<file path="src/rtl/agu_pkg.sv">
// Shared types and default parameters for the nested-loop address generator.
package agu_pkg;

    localparam int W_DEF    = 32;
    localparam int DIMS_DEF = 3;
    localparam int CW_DEF   = 16;

    typedef enum logic {
        IDLE = 1'b0,
        RUN  = 1'b1
    } state_e;

endpackage

</file>
<file path="src/rtl/agu_dim.sv">
// One loop dimension: iteration index, bound, stride and accumulated offset.
// Advances only when a beat occurs and every inner dimension is wrapping.
module agu_dim
    import agu_pkg::*;
#(
    parameter int W  = W_DEF,
    parameter int CW = CW_DEF
) (
    input  logic          clk,
    input  logic          rst_n,
    input  logic          load,
    input  logic          step,
    input  logic          carry_in,
    input  logic [W-1:0]  stride_in,
    input  logic [CW-1:0] bound_in,
    output logic          at_bound,
    output logic          carry_out,
    output logic [W-1:0]  offset_nxt
);

    logic [CW-1:0] index_q, index_d;
    logic [CW-1:0] bound_q, bound_d;
    logic [W-1:0]  stride_q, stride_d;
    logic [W-1:0]  offset_q, offset_d;

    assign at_bound   = (index_q == bound_q);
    assign carry_out  = carry_in & at_bound;
    // The top registers addr from the post-edge offsets, so expose the next value.
    assign offset_nxt = offset_d;

    // NOTE: every variable gets a default first so no path leaves it unassigned (no latch).
    always_comb begin
        index_d  = index_q;
        bound_d  = bound_q;
        stride_d = stride_q;
        offset_d = offset_q;
        if (load) begin
            index_d  = '0;
            offset_d = '0;
            bound_d  = bound_in;
            stride_d = stride_in;
        end else if (step && carry_in) begin
            if (at_bound) begin
                index_d  = '0;
                offset_d = '0;
            end else begin
                index_d  = index_q + 1'b1;
                offset_d = offset_q + stride_q;
            end
        end
    end

    // NOTE: state registers use non-blocking assignments so all flops update together.
    always_ff @(posedge clk or negedge rst_n) begin
        if (!rst_n) begin
            index_q  <= '0;
            bound_q  <= '0;
            stride_q <= '0;
            offset_q <= '0;
        end else begin
            index_q  <= index_d;
            bound_q  <= bound_d;
            stride_q <= stride_d;
            offset_q <= offset_d;
        end
    end

endmodule

</file>
<file path="src/rtl/agu_nest.sv">
// Multi-dimensional address generator: DIMS nested loops emitting one address
// per accepted beat on a valid/ready stream, with repeat and abort.
module agu_nest
    import agu_pkg::*;
#(
    parameter int W    = W_DEF,
    parameter int DIMS = DIMS_DEF,
    parameter int CW   = CW_DEF
) (
    input  logic             clk,
    input  logic             rst_n,
    input  logic             start,
    input  logic             abort,
    input  logic             repeat_mode,
    input  logic [W-1:0]     base,
    input  logic [DIMS*W-1:0]  stride,
    input  logic [DIMS*CW-1:0] bound,
    output logic [W-1:0]     addr,
    output logic             valid,
    input  logic             ready,
    output logic [DIMS-1:0]  dim_last,
    output logic             last,
    output logic             busy
);

    state_e state_q, state_d;
    logic [W-1:0] base_q, base_d;
    logic [W-1:0] addr_q, addr_d;
    logic         repeat_q, repeat_d;
    logic         load, step;
    logic [W-1:0] offset_sum;

    logic [DIMS-1:0]        at_bound, carry_in, carry_out;
    logic [DIMS-1:0][W-1:0] offset_nxt;

    for (genvar g = 0; g < DIMS; g++) begin : g_dim
        if (g == 0) begin : g_first
            assign carry_in[g] = 1'b1;
        end else begin : g_chain
            assign carry_in[g] = carry_out[g-1];
        end

        agu_dim #(.W(W), .CW(CW)) u_dim (
            .clk        (clk),
            .rst_n      (rst_n),
            .load       (load),
            .step       (step),
            .carry_in   (carry_in[g]),
            .stride_in  (stride[g*W +: W]),
            .bound_in   (bound[g*CW +: CW]),
            .at_bound   (at_bound[g]),
            .carry_out  (carry_out[g]),
            .offset_nxt (offset_nxt[g])
        );
    end

    assign valid    = (state_q == RUN);
    assign busy     = valid;
    assign addr     = addr_q;
    assign dim_last = {DIMS{valid}} & carry_in & at_bound;
    assign last     = valid & carry_out[DIMS-1];

    always_comb begin
        offset_sum = '0;
        for (int d = 0; d < DIMS; d++) begin
            offset_sum = offset_sum + offset_nxt[d];
        end
    end

    always_comb begin
        state_d  = state_q;
        base_d   = base_q;
        addr_d   = addr_q;
        repeat_d = repeat_q;
        load     = 1'b0;
        step     = 1'b0;
        unique case (state_q)
            IDLE: begin
                if (start && !abort) begin
                    load     = 1'b1;
                    base_d   = base;
                    addr_d   = base;
                    repeat_d = repeat_mode;
                    state_d  = RUN;
                end
            end
            RUN: begin
                if (abort) begin
                    state_d = IDLE;
                end else if (ready) begin
                    // On the final beat every dim wraps, so addr_d lands back on base.
                    step   = 1'b1;
                    addr_d = base_q + offset_sum;
                    if (last && !repeat_q) begin
                        state_d = IDLE;
                    end
                end
            end
            default: state_d = IDLE;
        endcase
    end

    always_ff @(posedge clk or negedge rst_n) begin
        if (!rst_n) begin
            state_q  <= IDLE;
            base_q   <= '0;
            addr_q   <= '0;
            repeat_q <= 1'b0;
        end else begin
            state_q  <= state_d;
            base_q   <= base_d;
            addr_q   <= addr_d;
            repeat_q <= repeat_d;
        end
    end

endmodule

</file>
<file path="config.mk">
export PLATFORM = sky130hd
export DESIGN_NAME = agu_nest
export DESIGN_NICKNAME = d
export VERILOG_FILES = /design/src/rtl/agu_pkg.sv /design/src/rtl/agu_dim.sv /design/src/rtl/agu_nest.sv
export SDC_FILE = /design/constraint.sdc
export NUM_CORES = 1
export LEC_CHECK = 0
export ABC_CLOCK_PERIOD_IN_PS = 17500
export CORE_MARGIN = 5
export CORE_UTILIZATION = 50
export DETAILED_ROUTE_END_ITERATION = 8
export PLACE_DENSITY = 0.71
export SLEW_MARGIN = 5
export SYNTH_ARGS = -nofsm -noshare
export SYNTH_HDL_FRONTEND = slang
export SYNTH_SLANG_ARGS = --single-unit
</file>
<file path="constraint.sdc">
create_clock -name clk -period 17.5 [get_ports clk]
set_input_delay 2.625 -clock clk [delete_from_list [all_inputs] [get_ports clk]]
set_output_delay 2.625 -clock clk [all_outputs]
set_load 0.05 [all_outputs]
</file>
==> impl_metrics.tcl, run 1 <==
set metrics [dict create \
    status "finished, final reports clean" \
    cp-start-kind "primary input" \
    die_h_um 220 \
    grt_max_degree 112 \
    place_congestion 0.923 \
    rows 77 \
    cp.required_ns 17.96 \
    synth.net_count 2854 \
    grt_usage 0.259 \
    ys_seq_area_frac 0.401 \
    yosys.cell_types.count 68 \
    totalWireLength_um 62800 \
    cts_buffers 42 \
    vias 18196 \
    yosysTopAreaCell "dfrtp_1" \
    yosysWarnings 0 \
    synth_area_um2 22100 \
    skew_ns 0.0195 \
    hold_class "reg -> reg" \
    root_buffer "clkbuf_16" \
    clk_latency_ns 0.57 \
    synthArstFlopShare 1.00 \
    cts_num_sinks 354 \
    dr.pass1.iters 7 \
    drv_cap 0 \
    hold_buffers 0 \
    cts.clk_slew.worst_paths_ns 0.06 \
    hold_violations 0 \
    dieArea_um2 48400 \
    fin_crit_sh 0.534 \
    fillCellCount 3948 \
    powerDensity_nw_per_um2 140 \
    die_w_um 220 \
    crit_arrival_ns 9.80 \
    post-cts-setup-buffers 0 \
    core_area_um2 43900 \
    start_util 0.502 \
    setup_tns_ns 0 \
    cts_tree "built" \
    cts_resized 0 \
    totalPowerFinal_mw 3.65 \
    synthFlopType "dfrtp_1" \
    setup_viol 0 \
    rrSetupSlack_ns 9.96 \
    ys_ff_latch 354 \
    synth_top_area_frac 0.401 \
    dp_hpwl_um 46300 \
    endpoint_kind "flip-flop" \
    r2r_cells 20 \
    finalMaxSlewViolations 0 \
    rsz0062_at_grt "no" \
    detail_route.wl_per_cell_um 19.1 \
    antenna_cells 0 \
    areaGrowthSynthToFinish_pct 18.4 \
    grt_pass1_wl_um 99500 \
    synth_edf_count 0 \
    max-slew-margin-rel 0.339 \
    crit_path_end "addr[31]$_DFFE_PN0P_" \
    antenna_found_initial 0 \
    drc 0 \
    min_period_ns 9.34 \
    worstMarginPinSlew_ns 0.992 \
    ys_top_cells_by_area "dfrtp_1 40%, nand2_1 10%, ha_1 7.2%" \
    critPathLaunch "abort" \
    p_leak_nw 13.1 \
    fmax_mhz 107 \
    crit_type "in -> reg" \
    fin_ws_ns 8.16 \
    r2r-start "busy$_DFF_PN0_" \
    syn_area_per_cell_um2 8.90 \
    numPortBuffers 219 \
    ant_nets 0 \
    worstPathMaxFanout 85 \
    fin_nets 3047 \
    layout-drive-gt1-share 0.0393 \
    cts-htree-levels 2 \
    preCtsSetupSlack_ns 7.59 \
    drtIter0Drc 1377 \
    r2r_end "addr[31]$_DFFE_PN0P_" \
    grt_pass1_vias 18362 \
    avgViaCountPerCell 5.53 \
    clockBufferDepth 3 \
    syn_inst 2480 \
    ioPinCount 220 \
    ir_worst_vdd_mv 0.0953 \
    gr-total-overflow 0 \
]
==> cell families after synthesis <==
logic type | after synthesis | synth area share
AOI/OAI and AO/OA | 543 | 0.158
xor gates and xnor gates | 181 | 0.0725
adders and majority gates | 192 | 0.131
buffers and inverters | 258 | 0.0449
DFF | 354 | 0.401
muxes | 21 | 0.00958
and+or+nand+nor | 931 | 0.183
==> layer usage <==
layer	vias up	GRT usage	part of all wire
met5	-	0	0
met4	0	0.0745	0.026
met3	77	0.0385	0.053
met2	489	0.423	0.47
met1	8846	0.361	0.45
li1	8784	-	-
==> critical path: stages <==
cell             delay, ns
clkdlybuf4s50_1       0.45
nor2_1                0.26
and2_4                0.64
buf_4                 0.82
or2_2                 0.32
or2_1                 0.63
o21ai_0               0.33
fa_1                  0.53
ha_1                  0.24
or2_2                 0.30
o21ai_0               0.31
a21oi_1               0.12
or3_1                 0.40
a31oi_1               0.33
o211ai_1              0.18
o41ai_1               0.46
o21ai_0               0.21
xnor2_1               0.18
xnor3_1               0.22
a21o_1                0.18
==> registers in the layout, indices dropped and copies added (netlist names) <==
register,flops
addr,32
base_q,32
busy,1
g_dim.u_dim.bound_q,48
g_dim.u_dim.index_q,48
g_dim.u_dim.offset_q,96
g_dim.u_dim.stride_q,96
repeat_q,1
==> synthesized netlist by cell type, types with 4 or more instances <==
master / number
clkbuf_1: 76
nor4_1: 7
nand3b_1: 12
nand2b_1: 11
nand3_1: 40
a31oi_1: 14
buf_1: 9
a21oi_1: 123
or2_2: 13
a21o_1: 53
nor2_1: 118
a221o_1: 4
nand2_1: 601
mux2i_1: 20
nand4_1: 18
o21bai_1: 15
and3_1: 24
a21boi_0: 7
o21ai_0: 144
inv_1: 167
and4_1: 12
nor3b_1: 5
or3_1: 11
o31ai_1: 9
xnor2_1: 92
a22oi_1: 62
xor2_1: 88
dfrtp_1: 354
and2_1: 14
o21a_1: 24
a211oi_1: 13
ha_1: 127
a22o_1: 23
nor3_1: 20
fa_1: 65
a211o_1: 8
nor2b_1: 16
o211ai_1: 13
==> how the worst min path moves through the flow <==
stage,depth (start not counted),startpoint,end,slack (ns)
floorplan,2,g_dim[0].u_dim.stride_q[0]$_DFFE_PN0P_,g_dim[0].u_dim.stride_q[0]$_DFFE_PN0P_,0.45
global placement,2,addr[14]$_DFFE_PN0P_,addr[14]$_DFFE_PN0P_,0.47
detailed placement,2,g_dim[1].u_dim.stride_q[15]$_DFFE_PN0P_,g_dim[1].u_dim.stride_q[15]$_DFFE_PN0P_,0.47
CTS,2,g_dim[1].u_dim.stride_q[15]$_DFFE_PN0P_,g_dim[1].u_dim.stride_q[15]$_DFFE_PN0P_,0.48
global route,2,g_dim[1].u_dim.stride_q[13]$_DFFE_PN0P_,g_dim[1].u_dim.stride_q[13]$_DFFE_PN0P_,0.50
finish,2,g_dim[1].u_dim.stride_q[15]$_DFFE_PN0P_,g_dim[1].u_dim.stride_q[15]$_DFFE_PN0P_,0.48
==> cells in the final DEF, fill, tap and decap left out, types with 12 or more instances in the layout <==
master           instances
a211oi_1                13
a21o_1                  53
a21oi_1                123
a22o_1                  23
a22oi_1                 62
a31oi_1                 14
and2_1                  13
and3_1                  24
and4_1                  12
buf_4                   20
clkbuf_16               43
clkdlybuf4s50_1        218
dfrtp_1                354
fa_1                    65
ha_1                   127
inv_1                  167
mux2i_1                 20
nand2_1                600
nand3_1                 40
nand3b_1                12
nand4_1                 18
nor2_1                 115
nor2b_1                 16
nor3_1                  20
o211ai_1                13
o21a_1                  24
o21ai_0                144
o21bai_1                15
or2_2                   13
xnor2_1                 92
xor2_1                  88
==> layout make-up <==
cell class,count,area (µm²),area share
flip-flops and latches,354,8860,0.339
well taps,592,741,0.0284
clock inverters,11,116,0.00445
clock buffers,59,1190,0.0454
inverters,168,631,0.0241
repair buffers,239,2350,0.0899
multi-input cells,1868,12200,0.469
==> power by group <==
| part | leakage (nW) | switching (mW) | internal, mW |
|---|---|---|---|
| sequential | 4.55 | 0.121 | 0.974 |
| combinational | 7.96 | 1.02 | 0.683 |
| clock | 0.644 | 0.353 | 0.500 |
==> through the flow <==
step / area [µm²] / instances / utilization / hold WS [ns]
after detailed placement: 24800 / 3221 / 0.565 / 0.467
after global routing: 26100 / 3291 / 0.595 / 0.498
final: 26100 / 3291 / 0.595 / 0.477
after global placement: 24800 / 3221 / 0.565 / 0.467
after floorplan: 22100 / 2480 / - / 0.450
after CTS: 26100 / 3291 / 0.595 / 0.482
No activity file was read; power rests on OpenSTA's default activity.
==> run 2, diff against run 1 <==
- ABC_CLOCK_PERIOD_IN_PS: 17500 -> 9640
- clock period: 17.5 -> 9.64 ns (I/O delays scaled with it)
==> impl_metrics.tcl, run 2 (synthesized netlist as in run 1, its figures left out) <==
set metrics [dict create \
    critPathMaxStageDelay_ns 0.55 \
    final_cell_mix "600 x nand2_1, 354 x dfrtp_1, 218 x clkdlybuf4s50_1" \
    cts_resized 0 \
    core_area_um2 43900 \
    dieArea_um2 48400 \
    drtIter0Drc 1404 \
    switching_power_mw 2.73 \
    setup_viol 0 \
    reg_top3 "g_dim.u_dim.offset_q x96, g_dim.u_dim.stride_q x96" \
    detail_route.wl_per_cell_um 19.1 \
    grt_max_degree 87 \
    ioPinCount 220 \
    fin_util 0.596 \
    totalPowerFinal_mw 6.66 \
    numPortBuffers 219 \
    hold_buffers 0 \
    areaGrowthSynthToFinish_pct 18.7 \
    layout-drive-gt1-share 0.0422 \
    hold_start "g_dim[0].u_dim.stride_q[27]$_DFFE_PN0P_" \
    antenna_found_initial 0 \
    hold_class "reg -> reg" \
    final_common_cell "nand2_1" \
    crit_type "reg -> reg" \
    p_leak_nw 13.2 \
    fin_nets 3049 \
    r2r_end "addr[31]$_DFFE_PN0P_" \
    grt_pass1_wl_um 98900 \
    clk_latency_ns 0.58 \
    worstMarginPinSlew_ns 1.18 \
    min_delay_worst_endpoint "g_dim[0].u_dim.stride_q[27]$_DFFE_PN0P_" \
    setup_tns_ns 0 \
    antenna_cells 0 \
    fin_crit_sh 0.789 \
    placed_cell_area_um2 24800 \
    min_period_ns 7.60 \
    powerDensity_nw_per_um2 254 \
    grt_pass1_vias 18251 \
    ir_worst_vdd_mv 0.229 \
    cts-htree-levels 2 \
    crit_arrival_ns 8.06 \
    place_congestion 0.930 \
    die_h_um 220 \
    r2r-start "g_dim[1].u_dim.offset_q[0]$_DFF_PN0_" \
    ant_nets 0 \
    avgViaCountPerCell 5.56 \
    crit_slowest_cell "fa_1" \
    pwr-share-comb 0.466 \
    path_delay_family "compound AO/OA/AOI/OAI gates" \
    worstPathMaxFanout 5 \
    die_w_um 220 \
    p_int_mw 3.93 \
    cp.required_ns 10.09 \
    gr-total-overflow 0 \
    rsz0062_at_grt "no" \
    status "finished, final reports clean" \
    dr.pass1.iters 6 \
    drv_cap 0 \
    start_util 0.502 \
    finalMaxSlewViolations 0 \
    r2r_cells 27 \
    cts_num_sinks 354 \
    endpoint_kind "flip-flop" \
    skew_ns 0.0209 \
    vias 18315 \
    rrSetupSlack_ns 2.04 \
    seq_power_share 0.300 \
    post-cts-setup-buffers 0 \
    hold_violations 0 \
    grt_usage 0.259 \
    rows 77 \
    max-slew-margin-rel 0.212 \
    cts_buffers 42 \
    root_buffer "clkbuf_16" \
    fmax_mhz 132 \
    p_sw_frac 0.410 \
    totalWireLength_um 62900 \
    clockBufferDepth 3 \
    drc 0 \
    pwr-share-clk 0.235 \
    dp_hpwl_um 47500 \
    cts.clk_slew.worst_paths_ns 0.06 \
    hold_depth 2 \
    cp-start-kind "flip-flop" \
    cts_tree "built" \
    critPathBufInv 1 \
    design_area_um2 26200 \
]
==> run 2: cell types whose count changed in the layout (fill, tap and decap cells not counted) <==
cell       change
buf_4          +2
bufinv_16      -1
clkbuf_1       -4
clkbuf_8       +5
clkinv_2       +2
clkinv_8       +2
inv_6          -2
==> run 2: layout make-up <==
| class | count | area, µm² |
|---|---|---|
| sequential | 354 | 8860 |
| fill | 3931 | 17700 |
| clock buffer | 60 | 1240 |
| multi-input combinational | 1868 | 12200 |
| timing repair buffer | 241 | 2360 |
| clock inverter | 12 | 111 |
| tap | 592 | 741 |
| inverter | 168 | 631 |
==> run 2: worst max-delay path by stage <==
| stage | from | end | slack [ns] | depth (start not counted) |
|---|---|---|---|---|
| global route | g_dim[1].u_dim.offset_q[0]$_DFF_PN0_ | addr[31]$_DFFE_PN0P_ | 1.59 | 26 |
| CTS | ready | addr[31]$_DFFE_PN0P_ | 2.11 | 22 |
| detailed placement | ready | addr[31]$_DFFE_PN0P_ | 1.52 | 22 |
| finish | g_dim[1].u_dim.offset_q[0]$_DFF_PN0_ | addr[31]$_DFFE_PN0P_ | 2.04 | 27 |
| floorplan | ready | addr[31]$_DFFE_PN0P_ | 2.91 | 25 |
| global placement | ready | addr[31]$_DFFE_PN0P_ | 1.76 | 22 |
==> run 2: through the flow <==
stage	hold slack (ns)	std cells	worst slack (ns)
2_1_floorplan	0.450	2480	2.91
3_3_place_gp	0.467	3223	1.76
3_5_place_dp	0.472	3223	1.52
4_1_cts	0.486	3295	2.11
5_1_grt	0.513	3295	1.59
6_report	0.484	3295	2.04
==> run 2: worst register-to-register path: cells and delay by family, from the launching register on <==
kind	cells	cell delay, ns
AOI/OAI and AO/OA	15	3.94
xor gates and xnor gates	3	0.52
adders and majority gates	5	2.05
buffers and inverters	1	0.04
DFF	1	0.38
and+or+nand+nor	3	0.55
==> run 2: power by group through the flow <==
stage | clock network, mW | registers (mW) | logic, mW
2_1_floorplan | 0 | 2.14 | 2.01
3_5_place_dp | 0 | 2.02 | 3.06
6_report | 1.56 | 2.00 | 3.10
3_3_place_gp | 0 | 2.02 | 3.00
4_1_cts | 1.60 | 2.00 | 3.09
5_1_grt | 1.66 | 2.02 | 3.43
==> run 2: routing by layer <==
metal | routed length, µm | global-route usage | up-vias
met5 | 0 | 0 | -
met4 | 2120 | 0.0880 | 0
met3 | 3460 | 0.0387 | 100
met2 | 29400 | 0.419 | 536
met1 | 27900 | 0.359 | 8897
li1 | - | - | 8782
